<file path="src/rtl/output_sram_wr_arbiter.sv">
// Round-robin responder for bank write-back streams into the Output SRAM.
// One bank is granted at a time; its sos/eos beat stream is written at nodeid*BEATS_PER_NODE + beat_idx.
module output_sram_wr_arbiter #(
  parameter int unsigned NUM_BANKS   = 4,
  parameter int unsigned FV_SIZE     = 16,
  parameter int unsigned MAX_FV_NUM  = 8,
  parameter int unsigned MAX_NODE_ID = 256,
  parameter int unsigned TIMEOUT     = 15,
  localparam int unsigned BEATS_PER_NODE = MAX_FV_NUM / 2,
  localparam int unsigned NODE_W         = $clog2(MAX_NODE_ID),
  localparam int unsigned ADDR_W         = $clog2(MAX_NODE_ID * BEATS_PER_NODE),
  localparam int unsigned DATA_W         = 2 * FV_SIZE
) (
  input  logic                          clk,
  input  logic                          reset,
  input  logic [NUM_BANKS-1:0]          bank_req,
  input  logic [NUM_BANKS-1:0]          bank_valid,
  input  logic [NUM_BANKS-1:0]          bank_sos,
  input  logic [NUM_BANKS-1:0]          bank_eos,
  input  logic [NUM_BANKS*DATA_W-1:0]   bank_data,
  input  logic [NUM_BANKS*NODE_W-1:0]   bank_nodeid,
  output logic [NUM_BANKS-1:0]          grant,
  output logic                          sram_wen,
  output logic [ADDR_W-1:0]             sram_addr,
  output logic [DATA_W-1:0]             sram_wdata,
  output logic                          wr_done,
  output logic [NODE_W-1:0]             wr_nodeid,
  output logic                          err_timeout,
  output logic                          err_overflow
);

  localparam int unsigned BANK_W = (NUM_BANKS > 1) ? $clog2(NUM_BANKS) : 1;
  localparam int unsigned BI_W   = $clog2(BEATS_PER_NODE + 1);
  localparam int unsigned CNT_W  = $clog2(TIMEOUT + 1);

  typedef enum logic [1:0] {
    IDLE     = 2'd0,
    WAIT_SOS = 2'd1,
    STREAM   = 2'd2,
    DONE     = 2'd3
  } state_e;

  state_e               state_q,        state_d;
  logic [NUM_BANKS-1:0] grant_q,        grant_d;
  logic [BANK_W-1:0]    gidx_q,         gidx_d;
  logic [BANK_W-1:0]    rr_ptr_q,       rr_ptr_d;
  logic [CNT_W-1:0]     idle_cnt_q,     idle_cnt_d;
  logic [BI_W-1:0]      beat_idx_q,     beat_idx_d;
  logic [ADDR_W-1:0]    base_q,         base_d;
  logic [NODE_W-1:0]    nodeid_q,       nodeid_d;
  logic                 ovf_seen_q,     ovf_seen_d;
  logic                 sram_wen_q,     sram_wen_d;
  logic [ADDR_W-1:0]    sram_addr_q,    sram_addr_d;
  logic [DATA_W-1:0]    sram_wdata_q,   sram_wdata_d;
  logic                 wr_done_q,      wr_done_d;
  logic [NODE_W-1:0]    wr_nodeid_q,    wr_nodeid_d;
  logic                 err_timeout_q,  err_timeout_d;
  logic                 err_overflow_q, err_overflow_d;

  logic                 req_found;
  logic [BANK_W-1:0]    pick_idx;
  logic [BANK_W-1:0]    cand;
  logic                 sel_valid, sel_sos, sel_eos;
  logic [DATA_W-1:0]    sel_data;
  logic [NODE_W-1:0]    sel_nodeid;
  logic                 timeout_hit;
  logic [ADDR_W-1:0]    sos_base;

  // First requester at or after rr_ptr, scanning cyclically.
  always_comb begin
    req_found = 1'b0;
    pick_idx  = '0;
    cand      = '0;
    for (int unsigned i = 0; i < NUM_BANKS; i++) begin
      cand = BANK_W'((32'(rr_ptr_q) + i) % NUM_BANKS);
      if (!req_found && bank_req[cand]) begin
        req_found = 1'b1;
        pick_idx  = cand;
      end
    end
  end

  always_comb begin
    sel_valid  = 1'b0;
    sel_sos    = 1'b0;
    sel_eos    = 1'b0;
    sel_data   = '0;
    sel_nodeid = '0;
    for (int unsigned b = 0; b < NUM_BANKS; b++) begin
      if (gidx_q == BANK_W'(b)) begin
        sel_valid  = bank_valid[b];
        sel_sos    = bank_sos[b];
        sel_eos    = bank_eos[b];
        sel_data   = bank_data[b*DATA_W +: DATA_W];
        sel_nodeid = bank_nodeid[b*NODE_W +: NODE_W];
      end
    end
  end

  assign timeout_hit = (idle_cnt_q == CNT_W'(TIMEOUT - 1));
  assign sos_base    = ADDR_W'(sel_nodeid) * ADDR_W'(BEATS_PER_NODE);

  always_comb begin
    state_d        = state_q;
    grant_d        = grant_q;
    gidx_d         = gidx_q;
    rr_ptr_d       = rr_ptr_q;
    idle_cnt_d     = idle_cnt_q;
    beat_idx_d     = beat_idx_q;
    base_d         = base_q;
    nodeid_d       = nodeid_q;
    ovf_seen_d     = ovf_seen_q;
    sram_wen_d     = 1'b0;
    sram_addr_d    = sram_addr_q;
    sram_wdata_d   = sram_wdata_q;
    wr_done_d      = 1'b0;
    wr_nodeid_d    = wr_nodeid_q;
    err_timeout_d  = 1'b0;
    err_overflow_d = 1'b0;

    case (state_q)
      IDLE: begin
        if (req_found) begin
          grant_d    = NUM_BANKS'(1) << pick_idx;
          gidx_d     = pick_idx;
          idle_cnt_d = '0;
          ovf_seen_d = 1'b0;
          state_d    = WAIT_SOS;
        end
      end
      WAIT_SOS: begin
        if (sel_valid && sel_sos) begin
          nodeid_d     = sel_nodeid;
          base_d       = sos_base;
          sram_wen_d   = 1'b1;
          sram_addr_d  = sos_base;
          sram_wdata_d = sel_data;
          beat_idx_d   = BI_W'(1);
          idle_cnt_d   = '0;
          if (sel_eos) begin
            grant_d = '0;
            state_d = DONE;
          end else begin
            state_d = STREAM;
          end
        end else if (timeout_hit) begin
          err_timeout_d = 1'b1;
          grant_d       = '0;
          state_d       = IDLE;
        end else begin
          idle_cnt_d = idle_cnt_q + 1'b1;
        end
      end
      STREAM: begin
        if (sel_valid) begin
          idle_cnt_d = '0;
          if (beat_idx_q < BI_W'(BEATS_PER_NODE)) begin
            sram_wen_d   = 1'b1;
            sram_addr_d  = base_q + ADDR_W'(beat_idx_q);
            sram_wdata_d = sel_data;
            beat_idx_d   = beat_idx_q + 1'b1;
          end else if (!ovf_seen_q) begin
            err_overflow_d = 1'b1;
            ovf_seen_d     = 1'b1;
          end
          if (sel_eos) begin
            grant_d = '0;
            state_d = DONE;
          end
        end else if (timeout_hit) begin
          err_timeout_d = 1'b1;
          grant_d       = '0;
          state_d       = IDLE;
        end else begin
          idle_cnt_d = idle_cnt_q + 1'b1;
        end
      end
      DONE: begin
        wr_done_d   = 1'b1;
        wr_nodeid_d = nodeid_q;
        rr_ptr_d    = (gidx_q == BANK_W'(NUM_BANKS - 1)) ? '0 : gidx_q + 1'b1;
        state_d     = IDLE;
      end
      default: state_d = IDLE;
    endcase
  end

  always_ff @(posedge clk or posedge reset) begin
    if (reset) begin
      state_q        <= IDLE;
      grant_q        <= '0;
      gidx_q         <= '0;
      rr_ptr_q       <= '0;
      idle_cnt_q     <= '0;
      beat_idx_q     <= '0;
      base_q         <= '0;
      nodeid_q       <= '0;
      ovf_seen_q     <= 1'b0;
      sram_wen_q     <= 1'b0;
      sram_addr_q    <= '0;
      sram_wdata_q   <= '0;
      wr_done_q      <= 1'b0;
      wr_nodeid_q    <= '0;
      err_timeout_q  <= 1'b0;
      err_overflow_q <= 1'b0;
    end else begin
      state_q        <= state_d;
      grant_q        <= grant_d;
      gidx_q         <= gidx_d;
      rr_ptr_q       <= rr_ptr_d;
      idle_cnt_q     <= idle_cnt_d;
      beat_idx_q     <= beat_idx_d;
      base_q         <= base_d;
      nodeid_q       <= nodeid_d;
      ovf_seen_q     <= ovf_seen_d;
      sram_wen_q     <= sram_wen_d;
      sram_addr_q    <= sram_addr_d;
      sram_wdata_q   <= sram_wdata_d;
      wr_done_q      <= wr_done_d;
      wr_nodeid_q    <= wr_nodeid_d;
      err_timeout_q  <= err_timeout_d;
      err_overflow_q <= err_overflow_d;
    end
  end

  assign grant        = grant_q;
  assign sram_wen     = sram_wen_q;
  assign sram_addr    = sram_addr_q;
  assign sram_wdata   = sram_wdata_q;
  assign wr_done      = wr_done_q;
  assign wr_nodeid    = wr_nodeid_q;
  assign err_timeout  = err_timeout_q;
  assign err_overflow = err_overflow_q;

endmodule
</file>
<file path="config.mk">
export PLATFORM = sky130hd
export DESIGN_NAME = output_sram_wr_arbiter
export DESIGN_NICKNAME = d
export VERILOG_FILES = /design/src/rtl/output_sram_wr_arbiter.sv
export SDC_FILE = /design/constraint.sdc
export NUM_CORES = 1
export LEC_CHECK = 0
export ABC_AREA = 1
export CAP_MARGIN = 20
export CORE_MARGIN = 2
export CORE_UTILIZATION = 38
export DETAILED_ROUTE_END_ITERATION = 8
export MAX_ROUTING_LAYER = met4
export PLACE_DENSITY = 0.85
export SLEW_MARGIN = 5
export SYNTH_ARGS = -nofsm -noshare
export SYNTH_HDL_FRONTEND = slang
export SYNTH_SLANG_ARGS = --single-unit
export TNS_END_PERCENT = 10
</file>
<file path="constraint.sdc">
create_clock -name clk -period 2.4 [get_ports clk]
set_input_delay 0.48 -clock clk [delete_from_list [all_inputs] [get_ports clk]]
set_output_delay 0.48 -clock clk [all_outputs]
set_load 0.02 [all_outputs]
</file>
== Yosys cells after proc, flatten, opt, wreduce, memory -nomap -nowiden ==
Index checks and enable logic that the tools add are counted.

* $lt $le $gt $ge: 5
* Shifts and indexed selects: 1
* $add $sub $neg: 7
* Equal/unequal tests: 13
* Multiplexer cells: 84
* Reductions and logical operators: 18

{| class="wikitable"
|+ Operators with widths
! kind !! count
|-
| $mux W32 || 7
|-
| $pmux W32 S2 || 1
|-
| $mux W4 || 9
|-
| $mux W1 || 35
|-
| $mux W8 || 4
|-
| $mux W10 || 3
|-
| $pmux W4 S3 || 2
|-
| $mux W2 || 10
|-
| $pmux W10 S2 || 1
|-
| $lt A2 B3 Y1 const B || 4
|-
| $add A10 B3 Y10 || 1
|-
| $ne A2 B2 Y1 const B || 5
|-
| $mux W3 || 3
|-
| $bmux W1 S2 || 4
|-
| $eq A2 B2 Y1 const B || 4
|-
| $pmux W2 S4 || 1
|-
| $reduce_and A2 Y1 || 4
|-
| $reduce_and A4 Y1 || 2
|-
| $pmux W1 S2 || 3
|-
| $pmux W3 S2 || 1
|-
| $add A2 B1 Y2 const B || 2
|-
| $add A2 B2 Y2 const B || 2
|-
| $add A4 B1 Y4 const B || 1
|-
| $eq A2 B1 Y1 const B || 2
|-
| 10 further kinds || 17
|}

* Bits of input ports: 178
* Output and inout port bits: 58
* Flip-flop bits (word level): 80
* Logic and storage cells: 143

== Longest topological paths before layout ==
* Depth after elaboration: 15
* Gate-level depth with buffers: 14
* Depth with buffers taken out: 14

== Worst setup path before layout ==
Ideal clock, no wire load.

* Path type: register -> register
* From: register gidx_q[0]
* To: register sram_addr_q[0] (netlist: sram_addr[0])
* Arrival: 1.790 ns
* Clock period less this slack: 1.882 ns
* Data required time: 2.308 ns
* Cell stages (with the launch flop): 12
* Path slack: 0.518 ns
* Path buffers: 2
* Setup time: 0.092 ns
* Cells stage by stage: dfrtp_1 -> inv_1 -> ha_1 -> buf_2 -> inv_2 -> nand3_1 -> a21oi_4 -> nand2_1 -> nand2_2 -> nand3_4 -> buf_2 -> o31ai_2

* Word-level cells in the longest chain between the ends: 8
* Elaborated cells on any way between the ends: 16
* Classes of those cells: eq/ne (5); mux (8); reduce/logical (3)

{| class="wikitable"
|+ Ends and longest elaborated chain
! item !! line !! RTL
|-
| from (decl) || 45 || <nowiki>logic [BANK_W-1:0] gidx_q, gidx_d;</nowiki>
|-
| from (signal assigned) || 209 || <nowiki>gidx_q <= gidx_d;</nowiki>
|-
| $logic_not A2 Y1 || 90 || <nowiki>if (gidx_q == BANK_W'(b)) begin</nowiki>
|-
| $mux W1 (4 in a row) || 90 ||
|-
| $logic_and A1 B1 Y1 || 132 || <nowiki>if (sel_valid && sel_sos) begin</nowiki>
|-
| $ne A2 B2 Y1 (no line) || n/a ||
|-
| $reduce_and A4 Y1 (no line) (*) || n/a ||
|-
| to (signal assigned) || 217 || <nowiki>sram_addr_q <= sram_addr_d;</nowiki>
|-
| to (decl) || 53 || <nowiki>logic [ADDR_W-1:0] sram_addr_q, sram_addr_d;</nowiki>
|}

Mark *: on every way between the ends. The rest lies on a longest branch, timed or not.
A chain may end at the register's enable or synchronous reset.

== Final worst setup path ==
* From: register gidx_q[0]
* To: register sram_addr_q[8] (netlist: sram_addr[8])

* Word-level cells in the longest chain between the ends: 8
* Elaborated cells on any way between the ends: 22
* Classes of those cells: eq/ne (5); mux (14); reduce/logical (3)

{| class="wikitable"
|+ Ends and longest elaborated chain
! item !! line
|-
| $logic_not A2 Y1 || 90
|-
| $mux W1 (4 in a row) || 90
|-
| $logic_and A1 B1 Y1 || 132
|-
| $ne A2 B2 Y1 (no line) || n/a
|-
| $reduce_and A4 Y1 (no line) || n/a
|}

Several ways; a longest one is shown, not always the timed one. The select of a mux whose other input is x is not followed.

==> results.sh <==
export IMPL_finalHoldViolCount=0
export IMPL_track_usage=0.2494
export IMPL_p_per_area_nw_per_um2=1270
export IMPL_final_net_count=1166
export IMPL_path_class="reg -> reg"
export IMPL_grt_pass1_wl_mm=27.96
export IMPL_vias=5801
export IMPL_relSlewSlack=0.5732
export IMPL_end_kind="register"
export IMPL_outcome="finished, final reports clean"
export IMPL_htree_levels=3
export IMPL_synth_area_um2=5184
export IMPL_drc=0
export IMPL_die_area_um2=14590
export IMPL_drive_above_1_share=0.06633
export IMPL_synthCells=749
export IMPL_synth_seq_area_share=0.3862
export IMPL_slowest_delay_ns=0.46
export IMPL_cap_violations=0
export IMPL_totalWireLength_mm=17.96
export IMPL_min_period_over_period=0.9183
export IMPL_drt_iter0_markers=425
export IMPL_crit_chain="inv_1 > ha_2 > inv_2 > nand3_1 > a21oi_4 > nand2_1 > nand2_2 > nand3_4 > buf_4 > o31ai_1"
export IMPL_rsz0062_at_grt="false"
export IMPL_min_period_ns=2.204
export IMPL_wl_per_cell_um=15.53
export IMPL_dp_hpwl_mm=13.80
export IMPL_fmax_mhz=453.8
export IMPL_coreArea_um2=13300
export IMPL_clk_pin_slew_worst_paths_ns=0.06
export IMPL_layout_common_cells="nand2_1, clkdlybuf4s50_1, dfrtp_1"
export IMPL_synth_cell_type_count=35
export IMPL_crit_path_start_kind="register"
export IMPL_tritoncts="done"
export IMPL_arrival_ns=2.43
export IMPL_hp_class="reg -> reg"
export IMPL_critPathMaxFanout=36
export IMPL_grt_pass1_vias=5537
export IMPL_grt_overflow_total=0
export IMPL_synth_top_area_cell="dfrtp_1"
export IMPL_antenna_left=0
export IMPL_layout_commonest_cell="nand2_1"
export IMPL_grt_max_degree=74
export IMPL_ys_ff_latch=80
export IMPL_tightest_slew_ns=0.6402
export IMPL_rows=42
export IMPL_wl_met3_mm=1.281
export IMPL_peakVddDrop_v=0.0007116
export IMPL_root_buffer="clkbuf_16"
export IMPL_port_buffer_count=235
export IMPL_syn_avg_cell_area_um2=6.921
export IMPL_viasPerCell=5.018
export IMPL_worst_path_max_delay_cell="dfrtp_1"
export IMPL_wl_met1_mm=7.322
export IMPL_start_util=0.3899
export IMPL_clock_latency_ns=0.34
export IMPL_finalMaxSlewViolations=0
export IMPL_grt_antenna_before_repair=0
export IMPL_die_y_um=120.8
export IMPL_pin_count=236
export IMPL_syn_nets=940
export IMPL_wl_met2_mm=8.950
export IMPL_finalSetupViolCount=0
export IMPL_dr_pass1_iters=5
export IMPL_clock_skew_ns=0.004794
export IMPL_die_w_um=120.8
export IMPL_synthTopCellsByArea="dfrtp_1, nand2_1, a21oi_1"
export IMPL_n_antenna_cell=0
export IMPL_cts_buffer_depth=2
export IMPL_numCtsBuffers=9
export IMPL_synthToLayoutAreaGrowth_pct=56.19
export IMPL_cts_sinks=80
export IMPL_critical_path_required_ns=2.63
export IMPL_synth_top_area_frac=0.3862
export IMPL_highest_layer="met4"
export IMPL_post_route_util=0.6090
export IMPL_p_leak_nw=3.894
export IMPL_ys_warn_count=0
export IMPL_setup_tns_final_ns=0
export IMPL_place_congestion=0.8707
==> cell type report <==
| cell class | instances | area, µm² |
|---|---|---|
| clock buffers | 10 | 229.0 |
| clock inverters | 6 | 68.82 |
| fillers | 1189 | 5199 |
| inverters | 52 | 201.4 |
| multi-input cells | 575 | 2808 |
| flip-flops and latches | 80 | 2002 |
| well taps | 176 | 220.2 |
| repair buffers | 257 | 2567 |
==> path summary, 6_finish.rpt <==
check | start | endpoint | slack, ns | depth (start not counted)
worst max-delay path | gidx_q[0] | sram_addr[8] | 0.20 | 10
min in group asynchronous | reset | sram_wdata[1] | 0.56 | 3
worst max register to register | gidx_q[0] | sram_addr[8] | 0.20 | 10
worst min-delay path | ovf_seen_q | err_overflow | 0.44 | 1
worst min register to register | ovf_seen_q | err_overflow | 0.44 | 1
max in group asynchronous | reset | sram_wdata[23] | 1.53 | 3
==> per-stage QoR <==
stage          power (W)  hold WS [ns]  instance area (µm²)  cells  worst slack [ns]
6_report         0.01029        0.4379                 8097   1156            0.1962
5_1_grt          0.01117        0.4522                 8097   1156           0.02517
4_1_cts          0.01033        0.4408                 8083   1156            0.1221
3_5_place_dp    0.008910        0.4304                 7785   1140           0.04793
3_3_place_gp    0.008722        0.4160                 7785   1140            0.1463
2_1_floorplan   0.006497        0.4019                 5187    749            0.5177
==> worst max-delay path, delay by kind of cell (launching register included) <==
kind / cells / cell delay, ns
buffers and inverters: 3 / 0.49
AOI/OAI and AO/OA: 2 / 0.49
DFF: 1 / 0.46
and+or+nand+nor: 4 / 0.40
adders and majority gates: 1 / 0.24
==> power breakdown <==
| part | switching [W] | total [W] | internal [W] |
|---|---|---|---|
| clock | 0.000562 | 0.00137 | 0.000811 |
| sequential | 0.000413 | 0.00236 | 0.00195 |
| combinational | 0.00393 | 0.00655 | 0.00263 |
| total | 0.00490 | 0.0103 | 0.00539 |
==> cells in the mapped netlist <==
cell	instances
nand2_1	302
dfrtp_1	80
a21oi_1	63
o21ai_0	60
inv_1	45
nor2_1	35
o211ai_1	33
nand3_1	25
clkbuf_1	24
ha_1	13
buf_1	7
buf_2	6
inv_2	6
xor2_1	6
o21ai_1	5
mux2_2	4
o31ai_2	4
buf_6	3
mux2i_1	3
nor3_1	3
o22ai_1	3
o31ai_1	3
buf_4	2
nand2_2	2
nand4_1	2
a21oi_4	1
a31oi_1	1
inv_4	1
nand2_4	1
nand3_2	1
nand3_4	1
nor2_2	1
o21a_1	1
o21bai_1	1
or2_2	1
==> logic make-up (layout without fill, tap and decap cells) <==
logic type,after synthesis,count (layout),synth area share
simple gates,374,374,0.2858
compound gates,175,175,0.1962
buf+inv,94,325,0.07579
flops,80,80,0.3862
fa+ha+maj,13,13,0.03138
mux,7,7,0.01448
xor+xnor,6,6,0.01014
==> flip-flops by register name, summed over array words and instances (netlist names), 2 cells and up <==
name / flops
sram_wdata: 32
grant: 4
idle_cnt_q: 4
beat_idx_q: 3
base_q: 8
wr_nodeid: 8
state_q: 2
sram_addr: 10
rr_ptr_q: 2
gidx_q: 2
==> layer usage <==
layer,global-route usage,vias to the layer above
met5,-,-
met4,0.07267,0
met3,0.06179,37
met2,0.4311,206
met1,0.2870,2657
li1,-,2901
==> repair_timing <==
item / CTS / global route
setup buffers: 0 / 0
hold buffers: 0 / 0
setup endpoints to repair: 0 / 2
resized for setup: 0 / 2
(Power assumes the default switching activity.)
